==> src/rtl/video_depth_adapter.sv <==
// video_depth_adapter
//
// Colour-depth reducer placed between a core's RGB output and a narrower VGA DAC.
// Each channel gets a 4x4 ordered-dither threshold added, with saturation on carry,
// and is then truncated to OUT_W bits. The dither pattern can rotate every frame.
// Syncs and blanking go through the same two pipeline registers as the pixel.
//
// Build option:
//   VIDEO_DITHER_EN  defined   : dither, saturation and temporal rotation are active.
//                    undefined : plain truncation (no position counters), same latency.
//
// Parameters:
//   IN_W      core colour width per channel
//   OUT_W     DAC width per channel (1 <= OUT_W <= IN_W)
//   TEMPORAL  1 = rotate the dither pattern on every VS_IN rising edge
//
// Ports:
//   CLOCK, RESET_N        video clock, asynchronous active-low reset
//   CE_PIX                pixel enable; all state advances only when high
//   R_IN/G_IN/B_IN        input pixel, IN_W bits per channel
//   HS_IN/VS_IN           syncs, any polarity
//   HBLANK_IN/VBLANK_IN   active-high blanking
//   R_OUT/G_OUT/B_OUT     reduced pixel, OUT_W bits per channel, 2 CE_PIX latency
//   HS_OUT/VS_OUT         syncs delayed to match the pixel
//   DE_OUT                high during active video

module video_depth_adapter #(
    parameter int IN_W     = 8,
    parameter int OUT_W    = 6,
    parameter int TEMPORAL = 1
) (
    input  logic             CLOCK,
    input  logic             RESET_N,
    input  logic             CE_PIX,
    input  logic [IN_W-1:0]  R_IN,
    input  logic [IN_W-1:0]  G_IN,
    input  logic [IN_W-1:0]  B_IN,
    input  logic             HS_IN,
    input  logic             VS_IN,
    input  logic             HBLANK_IN,
    input  logic             VBLANK_IN,
    output logic [OUT_W-1:0] R_OUT,
    output logic [OUT_W-1:0] G_OUT,
    output logic [OUT_W-1:0] B_OUT,
    output logic             HS_OUT,
    output logic             VS_OUT,
    output logic             DE_OUT
);

    localparam int DROP = IN_W - OUT_W;

    // Dither threshold added to every channel; always < 2^DROP.
    logic [IN_W-1:0] w_thr;

`ifdef VIDEO_DITHER_EN
    logic [1:0] r_x;
    logic [1:0] r_y;
    logic [1:0] r_f;
    logic       r_hblank_d;
    logic       r_vs_d;
    logic       w_hblank_rise;
    logic       w_vs_rise;
    logic [1:0] w_bx;
    logic [3:0] w_b;
    logic       w_unused_bayer;

    assign w_hblank_rise = HBLANK_IN & ~r_hblank_d;
    assign w_vs_rise     = VS_IN & ~r_vs_d;

    always_ff @(posedge CLOCK or negedge RESET_N) begin
        if (!RESET_N) begin
            r_x        <= '0;
            r_y        <= '0;
            r_f        <= '0;
            r_hblank_d <= 1'b0;
            r_vs_d     <= 1'b0;
        end else if (CE_PIX) begin
            r_hblank_d <= HBLANK_IN;
            r_vs_d     <= VS_IN;
            if (HBLANK_IN) begin
                r_x <= '0;
            end else begin
                r_x <= r_x + 2'd1;
            end
            // Vertical blank clear wins over a coincident line increment.
            if (VBLANK_IN) begin
                r_y <= '0;
            end else if (w_hblank_rise) begin
                r_y <= r_y + 2'd1;
            end
            if ((TEMPORAL != 0) && w_vs_rise) begin
                r_f <= r_f + 2'd1;
            end
        end
    end

    // Frame counter shifts the column index so the pattern walks across frames.
    assign w_bx = r_x + r_f;

    always_comb begin
        w_b = 4'd0;
        case ({r_y, w_bx})
            4'h0: w_b = 4'd0;
            4'h1: w_b = 4'd8;
            4'h2: w_b = 4'd2;
            4'h3: w_b = 4'd10;
            4'h4: w_b = 4'd12;
            4'h5: w_b = 4'd4;
            4'h6: w_b = 4'd14;
            4'h7: w_b = 4'd6;
            4'h8: w_b = 4'd3;
            4'h9: w_b = 4'd11;
            4'hA: w_b = 4'd1;
            4'hB: w_b = 4'd9;
            4'hC: w_b = 4'd15;
            4'hD: w_b = 4'd7;
            4'hE: w_b = 4'd13;
            4'hF: w_b = 4'd5;
            default: w_b = 4'd0;
        endcase
    end

    // Scale the 4-bit matrix value to the number of dropped bits.
    if (DROP == 0) begin : g_thr_none
        assign w_thr = '0;
    end else if (DROP <= 4) begin : g_thr_shr
        assign w_thr = IN_W'(w_b >> (4 - DROP));
    end else begin : g_thr_shl
        assign w_thr = IN_W'(w_b) << (DROP - 4);
    end

    // With DROP == 0 the matrix value has no consumer.
    assign w_unused_bayer = ^w_b;
`else
    logic w_unused_temporal;

    assign w_thr             = '0;
    assign w_unused_temporal = (TEMPORAL != 0);
`endif

    function automatic logic [IN_W-1:0] sat_add(input logic [IN_W-1:0] v,
                                                input logic [IN_W-1:0] t);
        logic [IN_W:0] sum;
        sum = {1'b0, v} + {1'b0, t};
        return sum[IN_W] ? {IN_W{1'b1}} : sum[IN_W-1:0];
    endfunction

    logic [IN_W-1:0] w_sat_r;
    logic [IN_W-1:0] w_sat_g;
    logic [IN_W-1:0] w_sat_b;
    logic            w_unused_low;

    assign w_sat_r = sat_add(R_IN, w_thr);
    assign w_sat_g = sat_add(G_IN, w_thr);
    assign w_sat_b = sat_add(B_IN, w_thr);

    // Bits below DROP are discarded by the truncation.
    assign w_unused_low = ^{w_sat_r, w_sat_g, w_sat_b};

    // Stage 1: dithered, saturated, already-truncated channels plus control.
    logic [OUT_W-1:0] r_s1_r;
    logic [OUT_W-1:0] r_s1_g;
    logic [OUT_W-1:0] r_s1_b;
    logic             r_s1_blank;
    logic             r_s1_hs;
    logic             r_s1_vs;

    always_ff @(posedge CLOCK or negedge RESET_N) begin
        if (!RESET_N) begin
            r_s1_r     <= '0;
            r_s1_g     <= '0;
            r_s1_b     <= '0;
            r_s1_blank <= 1'b1;
            r_s1_hs    <= 1'b0;
            r_s1_vs    <= 1'b0;
        end else if (CE_PIX) begin
            r_s1_r     <= w_sat_r[IN_W-1:DROP];
            r_s1_g     <= w_sat_g[IN_W-1:DROP];
            r_s1_b     <= w_sat_b[IN_W-1:DROP];
            r_s1_blank <= HBLANK_IN | VBLANK_IN;
            r_s1_hs    <= HS_IN;
            r_s1_vs    <= VS_IN;
        end
    end

    // Stage 2: output registers; colour forced to black outside active video.
    always_ff @(posedge CLOCK or negedge RESET_N) begin
        if (!RESET_N) begin
            R_OUT  <= '0;
            G_OUT  <= '0;
            B_OUT  <= '0;
            HS_OUT <= 1'b0;
            VS_OUT <= 1'b0;
            DE_OUT <= 1'b0;
        end else if (CE_PIX) begin
            R_OUT  <= r_s1_blank ? '0 : r_s1_r;
            G_OUT  <= r_s1_blank ? '0 : r_s1_g;
            B_OUT  <= r_s1_blank ? '0 : r_s1_b;
            HS_OUT <= r_s1_hs;
            VS_OUT <= r_s1_vs;
            DE_OUT <= ~r_s1_blank;
        end
    end

endmodule

==> config.mk <==
export PLATFORM = sky130hd
export DESIGN_NAME = video_depth_adapter
export DESIGN_NICKNAME = d
export VERILOG_FILES = /design/src/rtl/video_depth_adapter.sv
export SDC_FILE = /design/constraint.sdc
export NUM_CORES = 1
export LEC_CHECK = 0
export CAP_MARGIN = 0
export CORE_ASPECT_RATIO = 0.8
export CORE_MARGIN = 5
export CORE_UTILIZATION = 35
export CTS_CLUSTER_DIAMETER = 120
export CTS_CLUSTER_SIZE = 25
export DETAILED_ROUTE_END_ITERATION = 10
export GPL_TIMING_DRIVEN = 1
export SETUP_SLACK_MARGIN = 0.15
export SLEW_MARGIN = 15
export SYNTH_ARGS = -nofsm -noshare
export SYNTH_HDL_FRONTEND = slang
export SYNTH_SLANG_ARGS = --single-unit
==> constraint.sdc <==
create_clock -name CLOCK -period 1.66 [get_ports CLOCK]
set_input_delay 0.166 -clock CLOCK [delete_from_list [all_inputs] [get_ports CLOCK]]
set_output_delay 0.166 -clock CLOCK [all_outputs]
set_load 0.03 [all_outputs]
==> metrics.yaml <==
run_status: "finished, final reports clean"
slew_at_the_pin_with_the_worst_max_slew_slack_ns: 0.346
share_of_layout_cells_above_drive_strength_1_pct: 18.4
initial_utilization_pct: 35.8
worstHoldPathType: "in2reg"
slew-limit-headroom_pct: 76.9
initialDrtViolationCount: 37
crit_type: "reg2out"
yosys_warnings: 0
critPathTopFamily: "buffers and inverters"
power.net_switching_uw: 585
hold_path_startpoint: "CE_PIX"
total_buffers_and_inverters_traversed_by_the_critical_path: 1
final_nets: 209
post-route-min-period_ns: 1.46
cp_max_fanout: 2
internal-power_uw: 1790
detailed_place_hpwl_um: 2390
cts_root_buffer: "sky130_fd_sc_hd__clkbuf_8"
switching_portion_of_total_power_pct: 24.6
grt_remaining_overflow: 0
slowest_stage: "sky130_fd_sc_hd__clkdlybuf4s50_1"
num_io_pins: 52
synth_seq_area_share_pct: 59.0
post_cts_buffers: 0
routed_via_density: 4.55
layout_worst_path_cycle_share_pct: 87.9
grt_pass1_wl_um: 5850
floorplan.die.height_um: 73.8
ys_ff_latch: 42
setup.worst_path.start: "B_OUT[4]"
reg2reg_from: "r_s1_blank"
power.sequential.fraction_pct: 49.6
cts.path.max_buffers: 2
core_area_um2: 4980
cts_sink_count: 42
gpl_wtd_cong: 0.685
mostFrequentLayoutCell: "sky130_fd_sc_hd__dfrtp_1"
finalSetupViolCount: 0
most_frequent_cells_in_the_layout: "sky130_fd_sc_hd__dfrtp_1 (41), sky130_fd_sc_hd__clkdlybuf4s50_1 (23), sky130_fd_sc_hd__mux2_4 (21)"
final_util_pct: 48.2
net_count_of_the_mapped_netlist: 163
insertedDiodeCount: 0
dr.pass1.iters: 4
max-cap-violations: 0
dieArea_um2: 6630
clock_tree.htree_level_count: 2
cp_slowest_stage_delay_ns: 0.66
ys_types: 15
via_count: 1097
timing.hold.ws_ns: 0.364
clk_network_pwr_share_pct: 32.5
num_rows: 23
unrepaired_setup_endpoints_after_global_routing: "no"
fillerInstances: 451
drc_viols: 0
die_w_um: 89.8
vias_in_the_first_global_route: 1166
placement.io_buffers: 45
grt_start_max_net_pins: 62
final_cell_area_um2: 2400
max_clock_freq_ghz: 0.686
post_dp_cell_area_um2: 2260
setup.worst_path.end_class: "primary output"
post_drt_wl_per_cell_um: 14.4
final_clock_skew_ns: 0.00598
slew_violations: 0
finalHoldViolCount: 0
layout-area-overhead-vs-synth_pct: 34.6
clk_pin_slew_worst_paths_ns: 0.08
drt.antenna.violating_nets: 0
register_area_um2: 1050
totalWireLength_um: 3470
multi_input_area_um2: 574
avgSynthCellArea_um2: 13.5
clk-insertion-delay-late_ns: 0.28
combPwrFrac_pct: 17.9
grt.total_usage_pct: 11.2
crit_required_ns: 1.49
cellPowerDensity_nw_per_um2: 991
reg2reg_depth: 2
worst_setup_path_start_kind: "register"
instance_count_of_the_mapped_netlist: 132
tns_ns: 0
critical_path_arrival_ns: 1.29
post_synth_instance_area_um2: 1780
number_of_antenna_violations_at_the_first_check_in_global_routing: 0
irDropWorstVdd_uv: 451
worstSetupPathDepth: 1
cts_buf_count: 5
hold_path_cell_cnt: 4
tritoncts: "built"
leakagePower_uw: 0.00128
chain_of_cells_forming_the_critical_path: "clkdlybuf4s50_1"
cell families after synthesis:
group                  share of synthesized area (%)
DFF                                             59.0
buffers and inverters                           8.77
muxes                                           18.9
and+or+nand+nor                                 8.00
AOI/OAI and AO/OA                               5.33
synthesized netlist by cell type, drive strengths merged:
master	count	area share [%]
dfrtp	41	58
mux2	22	18
inv	19	4.0
nand3b	18	7.6
o21ai	18	5.1
buf	5	3.8
clkbuf	4	0.98
nor2	2	0.42
a21oi	1	0.28
dfstp	1	1.5
mux2i	1	0.56
state kept, by name (all words and copies together) (netlist names):
signal	flops
B_OUT	6
G_OUT	6
R_OUT	6
r_s1_b	6
r_s1_g	6
r_s1_r	6
DE_OUT	1
HS_OUT	1
VS_OUT	1
r_s1_blank	1
r_s1_hs	1
r_s1_vs	1
layout make-up:
| cell class | instances | area share (%) |
|---|---|---|
| inverters | 19 | 2.97 |
| repair buffers | 48 | 21.6 |
| multi-input cells | 62 | 23.9 |
| flip-flops and latches | 42 | 43.8 |
| clock inverters | 1 | 1.25 |
| clock buffers | 7 | 3.18 |
| well taps | 62 | 3.23 |
stage by stage:
stage / instances / worst slack (ns) / total power (µW)
floorplan: 132 / 0.655 / 1450
global placement: 232 / 0.475 / 1630
detailed placement: 232 / 0.470 / 1650
CTS: 241 / 0.153 / 2430
global route: 241 / 0.156 / 2500
finish: 241 / 0.201 / 2380
power by group through the flow:
stage | logic [µW] | clock network (µW) | registers [µW]
after floorplan | 177 | 0 | 1270
after global routing | 459 | 845 | 1190
after CTS | 438 | 804 | 1180
after global placement | 434 | 0 | 1200
final | 426 | 773 | 1180
after detailed placement | 445 | 0 | 1200
worst paths after layout:
check / end / slack, ns
max: B_OUT[4] / 0.20
min: r_s1_blank / 0.36
max reg2reg: R_OUT[5] / 0.55
min reg2reg: B_OUT[2] / 0.51
max in group asynchronous: r_s1_blank / 1.02
min in group asynchronous: B_OUT[4] / 0.38
layer usage:
| layer | part of all wire (%) | wire, µm | track usage, % |
|---|---|---|---|
| met5 | 0 | 0 | 0 |
| met4 | 1.6 | 55 | 4.53 |
| met3 | 5.7 | 199 | 3.79 |
| met2 | 46 | 1610 | 16.7 |
| met1 | 46 | 1610 | 15.0 |
worst reg2reg max path, delay by kind of cell (launching register included):
family | cells | cell delay, ns
AO/OA/AOI/OAI | 1 | 0.09
AND/OR/NAND/NOR | 1 | 0.15
flip-flops | 1 | 0.73
timing repair:
item | CTS | global route
setup endpoints to repair | 6 | 14
hold buffers | 1 | 0
hold endpoints to repair | 41 | 0
gates resized for setup | 6 | 14
Note: power is estimated with default switching activity, not from simulation.
